==> config.mk <==
export PLATFORM = sky130hd
export DESIGN_NAME = serial_rx
export DESIGN_NICKNAME = d
export VERILOG_FILES = /design/src/rtl/global_pkg.sv /design/src/rtl/serial_rx_fifo.sv /design/src/rtl/serial_rx.sv
export SDC_FILE = /design/constraint.sdc
export NUM_CORES = 1
export LEC_CHECK = 0
export ABC_AREA = 1
export ABC_CLOCK_PERIOD_IN_PS = 2800
export BUFFER_PORTS_ARGS = -buffer_cell sky130_fd_sc_hd__buf_4
export CAP_MARGIN = 25
export CORE_MARGIN = 3
export CORE_UTILIZATION = 60
export DETAILED_ROUTE_END_ITERATION = 12
export PLACE_DENSITY = 0.77
export SYNTH_ARGS = -nofsm -noshare
export SYNTH_HDL_FRONTEND = slang
export SYNTH_SLANG_ARGS = --single-unit
==> constraint.sdc <==
create_clock -name Clk -period 2.8 [get_ports Clk]
set_clock_uncertainty 0.1 [all_clocks]
set_input_delay 0.56 -clock Clk [delete_from_list [all_inputs] [get_ports Clk]]
set_output_delay 0.56 -clock Clk [all_outputs]
set_load 0.01 [all_outputs]
==> src/rtl/global_pkg.sv <==
// Shared constants and types for the serial receive front end.
package global_pkg;

  localparam int SERIAL_BIT_CYCLES = 174;
  localparam int SERIAL_FIFO_DEPTH = 16;

  typedef enum logic [1:0] {
    IDLE  = 2'd0,
    START = 2'd1,
    DATA  = 2'd2,
    STOP  = 2'd3
  } rx_state_t;

endpackage

==> src/rtl/serial_rx_fifo.sv <==
// Byte FIFO with registered read port, registered flags and an overrun pulse
// for pushes that find no free slot.
module serial_rx_fifo #(
  parameter int FIFO_DEPTH = 16
) (
  input  logic       Clk,
  input  logic       Rst,
  input  logic       Push,
  input  logic [7:0] Din,
  input  logic       Pop,
  output logic [7:0] Dout,
  output logic       Full,
  output logic       Empty,
  output logic       Overrun
);

  localparam int AW = $clog2(FIFO_DEPTH);
  localparam logic [AW:0] FULL_CNT = (AW + 1)'(FIFO_DEPTH);

  logic [7:0]    mem [FIFO_DEPTH];
  logic [AW-1:0] wr_ptr;
  logic [AW-1:0] rd_ptr;
  logic [AW:0]   count;
  logic [AW:0]   count_next;
  logic          do_push;
  logic          do_pop;

  // A pop frees a slot in the same cycle, so a push onto a full FIFO
  // alongside a pop still lands.
  assign do_pop  = Pop && (count != '0);
  assign do_push = Push && ((count != FULL_CNT) || do_pop);

  always_comb begin
    count_next = count;
    if (do_push && !do_pop) begin
      count_next = count + 1'b1;
    end else if (!do_push && do_pop) begin
      count_next = count - 1'b1;
    end
  end

  always_ff @(posedge Clk) begin
    if (do_push) begin
      mem[wr_ptr] <= Din;
    end
  end

  always_ff @(posedge Clk) begin
    if (Rst) begin
      wr_ptr  <= '0;
      rd_ptr  <= '0;
      count   <= '0;
      Dout    <= 8'h00;
      Full    <= 1'b0;
      Empty   <= 1'b1;
      Overrun <= 1'b0;
    end else begin
      if (do_push) begin
        wr_ptr <= wr_ptr + 1'b1;
      end
      if (do_pop) begin
        Dout   <= mem[rd_ptr];
        rd_ptr <= rd_ptr + 1'b1;
      end
      count   <= count_next;
      Full    <= (count_next == FULL_CNT);
      Empty   <= (count_next == '0);
      Overrun <= Push && !do_push;
    end
  end

endmodule

==> src/rtl/serial_rx.sv <==
// 8N1 serial receiver: line synchroniser, mid-bit sampling FSM and a byte
// FIFO feeding the receive DMA.
module serial_rx
  import global_pkg::*;
#(
  parameter int BIT_CYCLES = SERIAL_BIT_CYCLES,
  parameter int FIFO_DEPTH = SERIAL_FIFO_DEPTH
) (
  input  logic       Clk,
  input  logic       Rst,
  input  logic       RD,
  output logic [7:0] RX_Data,
  output logic       RX_Full,
  output logic       RX_Empty,
  input  logic       Data_Read,
  output logic       Frame_Err,
  output logic       Overrun
);

  localparam int CW = $clog2(BIT_CYCLES);
  localparam logic [CW-1:0] HALF_LOAD = CW'(BIT_CYCLES / 2 - 1);
  localparam logic [CW-1:0] FULL_LOAD = CW'(BIT_CYCLES - 1);

  logic          rd_meta;
  logic          rd_s;
  rx_state_t     state;
  logic [CW-1:0] bit_cnt;
  logic [2:0]    bit_idx;
  logic [7:0]    shreg;
  logic          push;

  always_ff @(posedge Clk) begin
    if (Rst) begin
      rd_meta <= 1'b1;
      rd_s    <= 1'b1;
    end else begin
      rd_meta <= RD;
      rd_s    <= rd_meta;
    end
  end

  always_ff @(posedge Clk) begin
    if (Rst) begin
      state     <= IDLE;
      bit_cnt   <= '0;
      bit_idx   <= '0;
      shreg     <= 8'h00;
      Frame_Err <= 1'b0;
    end else begin
      Frame_Err <= 1'b0;
      case (state)
        IDLE: begin
          if (!rd_s) begin
            bit_cnt <= HALF_LOAD;
            state   <= START;
          end
        end
        START: begin
          if (bit_cnt == '0) begin
            // A start bit that has gone high again by mid-bit is a glitch.
            if (rd_s) begin
              state <= IDLE;
            end else begin
              bit_cnt <= FULL_LOAD;
              bit_idx <= '0;
              state   <= DATA;
            end
          end else begin
            bit_cnt <= bit_cnt - 1'b1;
          end
        end
        DATA: begin
          if (bit_cnt == '0) begin
            shreg   <= {rd_s, shreg[7:1]};
            bit_cnt <= FULL_LOAD;
            bit_idx <= bit_idx + 1'b1;
            if (bit_idx == 3'd7) begin
              state <= STOP;
            end
          end else begin
            bit_cnt <= bit_cnt - 1'b1;
          end
        end
        STOP: begin
          if (bit_cnt == '0) begin
            Frame_Err <= !rd_s;
            state     <= IDLE;
          end else begin
            bit_cnt <= bit_cnt - 1'b1;
          end
        end
        default: state <= IDLE;
      endcase
    end
  end

  assign push = (state == STOP) && (bit_cnt == '0) && rd_s;

  serial_rx_fifo #(
    .FIFO_DEPTH(FIFO_DEPTH)
  ) u_fifo (
    .Clk    (Clk),
    .Rst    (Rst),
    .Push   (push),
    .Din    (shreg),
    .Pop    (Data_Read),
    .Dout   (RX_Data),
    .Full   (RX_Full),
    .Empty  (RX_Empty),
    .Overrun(Overrun)
  );

endmodule
==> metrics.yaml <==
global_route:
  overflow: 0
  grt_max_degree: 35
  grt_pass1_wl_um: 25400
  grt_pass1_vias: 5044
  grt_util_all_layers_pct: 23.7
  antenna_found_initial: 0
clock_tree:
  cts_resized: 0
  clk_latency_ps: 430
  clk_path_buf_depth: 2
  cts_made_buffers: 17
  post-cts-setup-buffers: 0
  root_buffer: "clkbuf_16"
  cts.clk_slew.worst_paths_ps: 60
  clock_sinks: 176
  cts_tree: "done"
  cts_hold_buf: 0
  htree_levels: 4
route:
  wl_per_cell_um: 17.7
  drt-total-wl_um: 16000
  drc: 0
  first_pass_iters: 5
  ant_nets: 0
  drtIter0Drc: 612
  vias: 5266
  vias_per_cell: 5.84
floorplan:
  initial_utilization_pct: 61.9
  floorplan.rows: 40
  io_pins: 16
  core_um2: 12200
  die_w_um: 118
  design.die.area_um2: 13900
  die_height_um: 118
finish:
  final_cell_mix: "nor2_1, edfxtp_1, o21ai_0"
  diodes: 0
  fin_nets: 740
  final_common_cell: "nor2_1"
  syn_to_final_growth_pct: 12.1
  drive_gt1_share_pct: 13.0
synthesis:
  synth_edf_count: 128
  synth_fp_nets: 719
  async_flop_share_pct: 0
  seq_area_frac_synth_pct: 63.8
  ys_warn_count: 0
  syn_area_um2: 7530
  synthCells: 699
  synth_seq_cells: 176
  synth_ff_type: "edfxtp_1"
  syn_area_per_cell_um2: 10.8
  ys_types: 39
run:
  drv_cap: 0
timing:
  slew_viol_final: 0
  fin_crit_sh_pct: 87.3
  max_freq_mhz: 409
  slew_headroom_pct: 41.7
  tightestPinTransition_ps: 874
  tns_ps: 0
  hold_viol: 0
  rsz0062_at_grt: "false"
  fin_crit_ps: 2450
  setup_viol: 0
place:
  hpwlAfterDp_um: 10300
  portBuffers: 15
  gp_congestion: 0.913
setup_path:
  cp_slowest_stage_delay_ps: 530
  critPathCaptureType: "flop"
  crit_slowest_cell: "nor2_1"
  cp_max_fo: 10
  worst_ep_arrival_time_ps: 2400
  cp.required_ps: 2760
  crit_type: "reg -> reg"
  cp-start-kind: "flop"
  crit_chain: "inv_1, ha_1, nand2_2, nor2_8, nand3_4, a21oi_4, nand2_1, nor2_1"
power:
  finalPower_uw: 7620
  ir_worst_vdd_v: 0.000552
  leakagePower_uw: 0.00316
  p_per_area_nw_per_um2: 903
run_status:
  status: "finished clean"
min_path:
  hold_class: "in -> reg"
## synthesized netlist by cell type (all sizes together), types with 2 or more instances
master / number / share of area (%)
nor2: 146 / 8.0
edfxtp: 128 / 51
o21ai: 94 / 6.3
nand2: 59 / 3.2
dfxtp: 48 / 13
inv: 47 / 2.3
nand3: 38 / 3.1
o211ai: 34 / 3.4
a21oi: 25 / 1.9
clkbuf: 18 / 0.93
ha: 16 / 2.7
buf: 15 / 1.1
o221ai: 7 / 0.81
nor3: 6 / 0.55
xor2: 6 / 0.70
a211oi: 4 / 0.40
or2: 2 / 0.17
## where the power goes
group | internal (uW) | total, uW | switching [uW]
combinational | 727 | 2110 | 1380
sequential | 2980 | 3200 | 220
clock | 1410 | 2310 | 901
total | 5110 | 7620 | 2500
## critical path, delay by kind of cell, from the launching register on
family | cells | cell delay (ps)
AOI/OAI and AO/OA | 1 | 250
DFF | 1 | 300
buffers and inverters | 1 | 120
adders and majority gates | 1 | 210
and+or+nand+nor | 5 | 1110
## cell type report
cell class | count | area (um2)
Tap cell | 168 | 210
Clock buffer | 26 | 499
Inverter | 48 | 180
Fill cell | 885 | 3720
Timing Repair Buffer | 35 | 275
Multi-Input combinational cell | 442 | 2390
Sequential cell | 176 | 4810
Clock inverter | 6 | 81.3
## metrics by stage
step | instances | util (%) | hold WS [ps] | area, um2 | setup slack (ps)
2_1_floorplan | 699 | - | 289 | 7530 | 690
3_3_place_gp | 869 | 64.6 | 294 | 7860 | 526
3_5_place_dp | 869 | 64.6 | 299 | 7860 | 383
4_1_cts | 901 | 69.4 | 203 | 8440 | 370
5_1_grt | 901 | 69.4 | 209 | 8440 | 161
6_report | 901 | 69.4 | 219 | 8440 | 355
## flip-flops by register name (all words and copies together) (netlist names), named ones only
| register | flops |
|---|---|
| u_fifo.mem | 128 |
| shreg | 8 |
| Frame_Err | 1 |
| bit_idx | 3 |
| state | 1 |
| u_fifo.wr_ptr | 4 |
| u_fifo.Empty | 1 |
| rd_s | 1 |
| u_fifo.count | 5 |
| u_fifo.rd_ptr | 4 |
| u_fifo.Full | 1 |
| bit_cnt | 8 |
| u_fifo.Dout | 8 |
| rd_meta | 1 |
| u_fifo.Overrun | 1 |
## worst paths after layout
kind | start | endpoint | slack, ps | cells past startpoint
setup / recovery | bit_cnt[1] | u_fifo.mem[9][5] | 350 | 8
hold / removal | RD | rd_meta | 220 | 2
setup reg to reg | bit_cnt[1] | u_fifo.mem[9][5] | 350 | 8
hold reg to reg | rd_meta | rd_s | 310 | 1
## logic make-up (layout without fill, tap and decap cells)
family | after synthesis | count (layout) | share of synthesized area, %
fa+ha+maj | 16 | 16 | 2.66
buf+inv | 81 | 115 | 4.47
xor+xnor | 7 | 7 | 0.815
simple gates | 254 | 254 | 15.3
compound gates | 165 | 165 | 12.9
flops | 176 | 176 | 63.8
## layer usage
metal	GRT usage (%)	wire length, um	up-vias
met5	0	0	-
met4	9.45	417	0
met3	6.25	1260	36
met1	30.7	6350	2510
met2	38.6	7950	232
li1	-	-	2488
Power figures use the tool's default switching activity.
